[src/rtl/register_file_if.sv]
// Bus bundle between the datapath controller and the register file:
// the write port, the two operand read ports, the debug read port and the write counter.
interface register_file_if #(
  parameter int unsigned DATA_W = 32,
  parameter int unsigned ADDR_W = 5,
  parameter int unsigned CNT_W  = 16
);
  logic              RegWrite;
  logic [ADDR_W-1:0] WriteReg;
  logic [DATA_W-1:0] WriteData;
  logic [ADDR_W-1:0] ReadReg1;
  logic [ADDR_W-1:0] ReadReg2;
  logic [DATA_W-1:0] ReadData1;
  logic [DATA_W-1:0] ReadData2;
  logic [ADDR_W-1:0] DbgReg;
  logic [DATA_W-1:0] DbgData;
  logic [CNT_W-1:0]  WriteCount;

  modport master (
    output RegWrite, WriteReg, WriteData, ReadReg1, ReadReg2, DbgReg,
    input  ReadData1, ReadData2, DbgData, WriteCount
  );

  modport slave (
    input  RegWrite, WriteReg, WriteData, ReadReg1, ReadReg2, DbgReg,
    output ReadData1, ReadData2, DbgData, WriteCount
  );
endinterface

[src/rtl/register_file.sv]
// 32x32 register file: two combinational read ports, one synchronous write port, r0 = 0,
// saturating committed-write counter. Define REGFILE_BYPASS_EN for same-cycle write-to-read forwarding.
module register_file #(
  parameter int unsigned DATA_W = 32,
  parameter int unsigned ADDR_W = 5,
  parameter int unsigned CNT_W  = 16
) (
  input  logic            Clk,
  input  logic            Rst_n,
  register_file_if.slave  bus
);

  localparam int unsigned DEPTH = 2 ** ADDR_W;

  logic [DATA_W-1:0] regs_q [DEPTH];
  logic [CNT_W-1:0]  cnt_q;
  logic [CNT_W-1:0]  cnt_d;
  logic              commit_c;
  logic [DATA_W-1:0] arr1_c;
  logic [DATA_W-1:0] arr2_c;
  logic [DATA_W-1:0] arrd_c;

  // A write commits only when enabled and not aimed at the hardwired-zero register
  assign commit_c = bus.RegWrite && (bus.WriteReg != '0);

  always_ff @(posedge Clk or negedge Rst_n) begin
    if (!Rst_n) begin
      for (int i = 0; i < int'(DEPTH); i++) begin
        regs_q[i] <= '0;
      end
    end else if (commit_c) begin
      regs_q[bus.WriteReg] <= bus.WriteData;
    end
  end

  always_comb begin
    cnt_d = cnt_q;
    if (commit_c && (cnt_q != '1)) begin
      cnt_d = cnt_q + CNT_W'(1);
    end
  end

  always_ff @(posedge Clk or negedge Rst_n) begin
    if (!Rst_n) begin
      cnt_q <= '0;
    end else begin
      cnt_q <= cnt_d;
    end
  end

  // Index 0 is forced to zero on read so its storage never matters
  assign arr1_c = (bus.ReadReg1 == '0) ? '0 : regs_q[bus.ReadReg1];
  assign arr2_c = (bus.ReadReg2 == '0) ? '0 : regs_q[bus.ReadReg2];
  assign arrd_c = (bus.DbgReg   == '0) ? '0 : regs_q[bus.DbgReg];

`ifdef REGFILE_BYPASS_EN
  logic byp1_c;
  logic byp2_c;

  // Forwarding is gated by reset so reads stay zero while the array is held clear
  assign byp1_c = Rst_n && commit_c && (bus.ReadReg1 == bus.WriteReg);
  assign byp2_c = Rst_n && commit_c && (bus.ReadReg2 == bus.WriteReg);

  assign bus.ReadData1 = byp1_c ? bus.WriteData : arr1_c;
  assign bus.ReadData2 = byp2_c ? bus.WriteData : arr2_c;
`else
  assign bus.ReadData1 = arr1_c;
  assign bus.ReadData2 = arr2_c;
`endif

  assign bus.DbgData    = arrd_c;
  assign bus.WriteCount = cnt_q;

endmodule

[src/flat_wrapper.sv]
// flat-port wrapper written by rule: the top's interface ports become plain ports
module register_file_flat 
#(
  parameter int unsigned DATA_W = 32,
  parameter int unsigned ADDR_W = 5,
  parameter int unsigned CNT_W  = 16
)
  (Clk, Rst_n, bus_RegWrite, bus_WriteReg, bus_WriteData, bus_ReadReg1, bus_ReadReg2, bus_DbgReg, bus_ReadData1, bus_ReadData2, bus_DbgData, bus_WriteCount);
  register_file_if #(.DATA_W(DATA_W), .ADDR_W(ADDR_W), .CNT_W(CNT_W)) bus_i ();
  input  logic Clk;
  input  logic Rst_n;
  input wire logic [$bits(bus_i.RegWrite)-1:0] bus_RegWrite;
  input wire logic [$bits(bus_i.WriteReg)-1:0] bus_WriteReg;
  input wire logic [$bits(bus_i.WriteData)-1:0] bus_WriteData;
  input wire logic [$bits(bus_i.ReadReg1)-1:0] bus_ReadReg1;
  input wire logic [$bits(bus_i.ReadReg2)-1:0] bus_ReadReg2;
  input wire logic [$bits(bus_i.DbgReg)-1:0] bus_DbgReg;
  output wire logic [$bits(bus_i.ReadData1)-1:0] bus_ReadData1;
  output wire logic [$bits(bus_i.ReadData2)-1:0] bus_ReadData2;
  output wire logic [$bits(bus_i.DbgData)-1:0] bus_DbgData;
  output wire logic [$bits(bus_i.WriteCount)-1:0] bus_WriteCount;
  assign bus_i.RegWrite = bus_RegWrite;
  assign bus_i.WriteReg = bus_WriteReg;
  assign bus_i.WriteData = bus_WriteData;
  assign bus_i.ReadReg1 = bus_ReadReg1;
  assign bus_i.ReadReg2 = bus_ReadReg2;
  assign bus_i.DbgReg = bus_DbgReg;
  assign bus_ReadData1 = bus_i.ReadData1;
  assign bus_ReadData2 = bus_i.ReadData2;
  assign bus_DbgData = bus_i.DbgData;
  assign bus_WriteCount = bus_i.WriteCount;
  register_file #(.DATA_W(DATA_W), .ADDR_W(ADDR_W), .CNT_W(CNT_W)) u_core (.Clk(Clk), .Rst_n(Rst_n), .bus(bus_i));
endmodule
[config.mk]
export PLATFORM = sky130hd
export DESIGN_NAME = register_file_flat
export DESIGN_NICKNAME = d
export VERILOG_FILES = /design/src/rtl/register_file_if.sv /design/src/rtl/register_file.sv /design/src/flat_wrapper.sv
export SDC_FILE = /design/constraint.sdc
export NUM_CORES = 2
export LEC_CHECK = 0
export BUFFER_PORTS_ARGS = -buffer_cell sky130_fd_sc_hd__buf_2
export CAP_MARGIN = 20
export CORE_UTILIZATION = 35
export CTS_CLUSTER_SIZE = 14
export DETAILED_ROUTE_END_ITERATION = 16
export GPL_TIMING_DRIVEN = 0
export SETUP_SLACK_MARGIN = 0.15
export SLEW_MARGIN = 30
export SYNTH_ARGS = -nofsm -noshare
export SYNTH_HDL_FRONTEND = slang
export SYNTH_SLANG_ARGS = --single-unit
[constraint.sdc]
create_clock -name Clk -period 1.91 [get_ports Clk]
set_input_delay 0.191 -clock Clk [delete_from_list [all_inputs] [get_ports Clk]]
set_output_delay 0.191 -clock Clk [all_outputs]
set_load 0.005 [all_outputs]
======== After elaboration in Yosys (flattened, before gate mapping) ========
Cells that the tools add are included.
W data, S select, Z words.
word-level totals
  bits in registers ....................... 1040
  logic and storage cells ................. 66
cells by class
  add/sub/neg operators ................... 1
  $lt $le $gt $ge ......................... 5
  equal/unequal tests ..................... 1
  muxes and demuxes ....................... 15
  bitwise gates (word level) .............. 4
  reduce and logical (&&, ||, !) cells .... 7
operators by type and width
  cell                     number
  $bwmux W1024             1
  $bmux W32 S5             3
  $mux W32                 10
  $demux W32 S5            1
  $ge A6 B6 Y1 const B     4
  $not A5 Y6               4
  $add A16 B1 Y16 const B  1
  $ne A16 B16 Y1 const B   1
  $logic_not A5 Y1         3
  $lt A6 B1 Y1 const B     1
  $reduce_bool A5 Y1       1
  $logic_and A1 B1 Y1      3

======== Logic depth before layout (Yosys ltp) ========
  word-level depth ........................ 6
  gate-level depth with buffers ........... 9
  mapped depth without buffers ............ 5

======== Least setup slack after synthesis ========
Ideal clock, no wire load.
  path kind ............................... input to output
  from .................................... input port bus_ReadReg2[1]
  to ...................................... output port bus_ReadData2[10]
  arrival time ............................ 1.802 ns
  data required time ...................... 1.719 ns
  slack ................................... -0.083 ns
  stages on the path ...................... 7
  cell sequence ........................... buf_4 > buf_6 > buf_6 > buf_2 > mux4_2 > a221oi_2 > a21oi_1
between the ends
  word-level cells in the longest chain between the ends .. 5
  elaborated cells between the ends (all ways) .. 6
  classes of those cells .................. mux: 4; bitwise: 1; reduce/logical: 1
ends and longest elaborated chain
  item                                          RTL line             source
  from (decl)                                   flat_wrapper.sv:16   input wire logic [$bits(bus_i.ReadReg2)-1:0] bus_ReadReg2;
  $not A5 Y6 (not written as such)              register_file.sv:53  assign arr2_c = (bus.ReadReg2 == '0) ? '0 : regs_q[bus.ReadReg2];
  $bmux W32 S5                                  register_file.sv:53
  $mux W32 (not written as such) (2 in series)  register_file.sv:53
  $mux W32 (*)                                  register_file.sv:53
  to (decl)                                     flat_wrapper.sv:19   output wire logic [$bits(bus_i.ReadData2)-1:0] bus_ReadData2;
Every way passes the cells marked *; elsewhere a longest branch is shown, timed or not. The select of a mux whose other input is x is not followed.

======== Final worst setup path ========
  from .................................... register u_core.regs_q[236] in the netlist's numbering
  to ...................................... output port bus_DbgData[12]
between the ends
  word-level cells in the longest chain between the ends .. 4
ends and longest elaborated chain
  item                                          RTL line             source
  from (decl)                                   register_file.sv:15  logic [DATA_W-1:0] regs_q [DEPTH];
  from (signal, indexed assignment)             register_file.sv:32  regs_q[bus.WriteReg] <= bus.WriteData;
  $bmux W32 S5                                  register_file.sv:54  assign arrd_c = (bus.DbgReg == '0) ? '0 : regs_q[bus.DbgReg];
  $mux W32 (not written as such) (2 in series)  register_file.sv:54
  $mux W32                                      register_file.sv:54
  to (decl)                                     flat_wrapper.sv:20   output wire logic [$bits(bus_i.DbgData)-1:0] bus_DbgData;
Every way passes these cells. The select of a mux whose other input is x is not followed.

==> results list <==
* Worst-case clock skew: 0.01381 ns
- Wires add up to roughly 310,000 µm.
- Buffers placed on the I/O ports in this run total ~150.
- Setup repair after global routing could not meet its margin everywhere.
* Count of fill cells added during filler insertion: 16,330
* Antenna Nets Post-Route: 0
- Sequential share of the synthesized area: 40.93%
- Summed negative setup slack over all endpoints: -90.33 ns
- By area the synthesized netlist is led by dfrtp_1, mux4_2, mux2_2, mux2i_1, clkbuf_1.
* Kind of cell adding the most delay to the critical path: multiplexers
- In this run the number of H-tree levels came out at 3.
- Main flop type after synthesis: dfrtp_1
- Synthesized net count: 4,480
- Once layout is done, the placed cells without fillers occupy between 0.07 and 0.08 mm².
* EDFF count, synth: 0
- The number of buffers and inverters on the critical path is 1.
- Violated checks: negative hold slack, negative setup slack
- Ys async rst share: 100.0%
- The worst setup path is launched from a register.
* Maximum single-stage delay on the critical path: ~0.62 ns
* Height of the die: around 430 µm
- The worst setup path is captured at a primary output.
- Buffers inserted to repair hold after CTS numbered 32.
- The worst-case IR drop observed on VDD is 0.8032 mV.
* Total track usage: between 30% and 40%
- Tightest hold margin: -0.6873 ns
- CP cell instances: mux4_2 -> mux2_4 -> a221oi_4 -> a211oi_2 -> buf_2
* Starting density of the core: a little over a third
- After detailed routing, the number of remaining DRC violations is 0.
- Bufs on Longest Clock Path: 3
- After floorplanning, the core was divided into between 150 and 200 placement rows.
- Clock buffers created by TritonCTS: 117
* Final worst-path setup slack: -1.170 ns
- In this run the horizontal extent of the chip is 428.2 µm.
- From synthesis to final layout, the design area changed by 22.44%.
* Required time worst endpoint: 1.72 ns
- DRT Pass-1 Iters: 8
* Ratio of cells with drive above 1 in the final layout: between 50% and 60%
* Register-to-register path setup slack: around 0.25 ns
- CTS sink cnt: between 1,000 and 1,500
- CP Class: register to primary output
* Overflow left after global routing: 0
* Yosys reg bits: between 1,000 and 1,500
- Once detailed placement completed, the half-perimeter wirelength came to 224,900 µm.
* Maximum number of pins on one net before global-route repair: 119
- After detailed routing, the number of vias per cell comes to 6.770.
- A synthesized cell averages ~14 µm².
- Post-synthesis cell count: roughly 4,400
* Post-synth top area cell: dfrtp_1
- The detailed router finished its first iteration with between 7,000 and 8,000 violations.
* Top Ports: approximately 170
* Max Fanout on Critical Path: 4
- Power density of the placed cells: 998.3 mW/mm²
- Leak pwr: roughly 32 nW
- Initial antenna violation count: 14
* Vias in the first global route: 48,970
- Area of the core region: ~0.18 mm²
- Routed wire length per instance: ~42 µm
- Dividing the final minimum period by the clock period gives 161.3%.
* Top cell type's share of synthesized area: approximately 41%
* Global-route wire length before repair: about 410,000 µm
* Placer's final routability congestion estimate: around 1.0
- The die covers approximately 0.18 mm².
* Number of nets in the finished design: between 4,000 and 5,000
- Clock network latency to the later pin of the worst-skew pair: ~0.78 ns
- CTS tree: yes
- Final count of pins violating max slew: 0
- Total power: slightly below 80 mW
- After clock tree synthesis, the clock-pin slew on the worst setup and hold paths is about 0.070 ns.
- Setup violations remaining at the end of the flow were counted as 96.
- Time the final worst path needs with I/O delays and setup: about 3.1 ns
- Cells fill between 40% and 50% of the core in the end.
- Data arrives at the worst endpoint at 2.89 ns.
- Max-Slew Margin vs Limit: roughly a quarter
* Classification of the worst-slack hold path: input pin to async pin
- Area after detailed placement: between 0.06 and 0.07 mm²
* Synth unique cells: 49
* Warnings from Yosys: 0
- The flow ran to the end, but the final reports show violations.
- FMAX: between 300 and 400 MHz
- Number of violations of the max-capacitance limit: 0
* Final Hold Violating Endpoints: between 500 and 600
* Critical Path Slowest Stage Cell: a221oi_4
- For the pin with the worst max-slew slack, the measured transition is between 1 and 1.5 ns.
- Root cell of the clock tree: clkbuf_16
* Post-synth design cell area: roughly 0.064 mm²
* Via total after detailed routing: approximately 50,000
## state kept, by name (all words and copies together) (netlist names)
| signal | flops |
|---|---|
| u_core.regs_q | 1024 |
| u_core.bus.WriteCount | 16 |
## stage by stage
step	std cells	setup slack, ns
floorplan	4424	0.09003
global placement	6947	-22.82
detailed placement	6976	-2.201
CTS	7321	-1.094
global route	7371	-1.125
finish	7377	-1.170
## cells in the final DEF (no fill, tap or decap), types with 31 or more instances in the layout
cell	count
a22oi_1	39
buf_6	76
dfrtp_1	1038
a21oi_1	44
mux2i_4	40
a211oi_1	35
dlygate4sd3_1	32
clkbuf_2	81
o22ai_1	31
mux2i_1	302
clkbuf_1	158
nor2_2	41
clkbuf_16	118
mux2_4	33
mux4_2	640
mux2_2	1049
buf_4	203
nand2_1	102
a211oi_2	50
buf_2	244
nor2b_1	42
clkbuf_8	32
a221oi_4	46
## Yosys cell counts, types with 6 or more instances
master / number
xor2_1: 6
nand3_1: 9
nand4_1: 27
mux4_2: 640
a31oi_1: 10
nor2_1: 76
buf_4: 45
and4_1: 9
a22oi_1: 47
dfrtp_1: 1040
buf_1: 58
mux2_2: 1082
clkbuf_1: 249
a221oi_2: 8
a2111oi_0: 21
buf_2: 156
nor2b_1: 45
a21oi_1: 81
a221oi_1: 65
a211oi_1: 109
o221ai_1: 32
xnor2_1: 9
nand2_1: 111
o21ai_0: 40
o22ai_1: 32
buf_6: 20
mux2i_1: 353
## what timing repair did
action	4_1_cts	5_1_grt
setup buffers	100	48
gates resized for setup	675	155
setup endpoints to repair	514	190
pin swaps	76	86
endpoints found under the hold margin	602	570
## cell type report
| cell class | instances | area (µm²) | area share (%) |
|---|---|---|---|
| diodes | 8 | 20.02 | 0.02571 |
| plain buffers | 527 | 3430 | 4.405 |
| clock buffers | 163 | 3382 | 4.344 |
| clock inverters | 51 | 593.1 | 0.7618 |
| inverters | 1 | 3.754 | 0.004822 |
| multi-input cells | 2855 | 38530 | 49.49 |
| flip-flops and latches | 1040 | 26030 | 33.43 |
| well taps | 2370 | 2965 | 3.809 |
| repair buffers | 362 | 2899 | 3.724 |
## cells by family (layout without fill, tap and decap cells)
group	Yosys count	in the layout	synth area share [%]
buffers and inverters	529	1104	3.932
muxes	2076	2076	47.41
other	0	8	0
DFF	1040	1040	40.93
adders and majority gates	1	1	0.01967
and+or+nand+nor	309	309	2.381
xor gates and xnor gates	15	15	0.2066
AOI/OAI and AO/OA	454	454	5.124
## power breakdown
part           switching, mW  leakage, nW  internal [mW]
Clock                   10.3         1.97           13.8
Combinational           11.0         17.1           12.1
Sequential              4.33         13.4           26.2
Total                   25.6         32.5           52.1
## per-layer routing
layer	global-route usage (%)	part of all wire, %	vias up
met3	12.00	13	1051
met4	27.39	10	12
met5	0	0.057	-
met2	47.01	42	3953
met1	40.07	35	26420
li1	-	-	18500
## path summary, 6_finish.rpt
check | cells past startpoint | end | from
worst max-delay path | 5 | bus_DbgData[12] | u_core.regs_q[236]
worst min-delay path | 1 | u_core.regs_q[388] | Rst_n
worst max register to register | 5 | u_core.bus.WriteCount[9] | u_core.bus.WriteCount[8]
worst min register to register | 1 | u_core.bus.WriteCount[14] | u_core.bus.WriteCount[14]
max in group asynchronous | 4 | u_core.regs_q[859] | Rst_n
min in group Clk | 6 | u_core.bus.WriteCount[7] | bus_RegWrite
## worst register-to-register path, stage by stage (launching register included)
cell,delay [ns]
dfrtp_1,0.42
and4_4,0.21
and3_4,0.20
a311oi_4,0.40
nand4_1,0.16
xnor2_1,0.15
No activity file was read; power rests on OpenSTA's default activity.
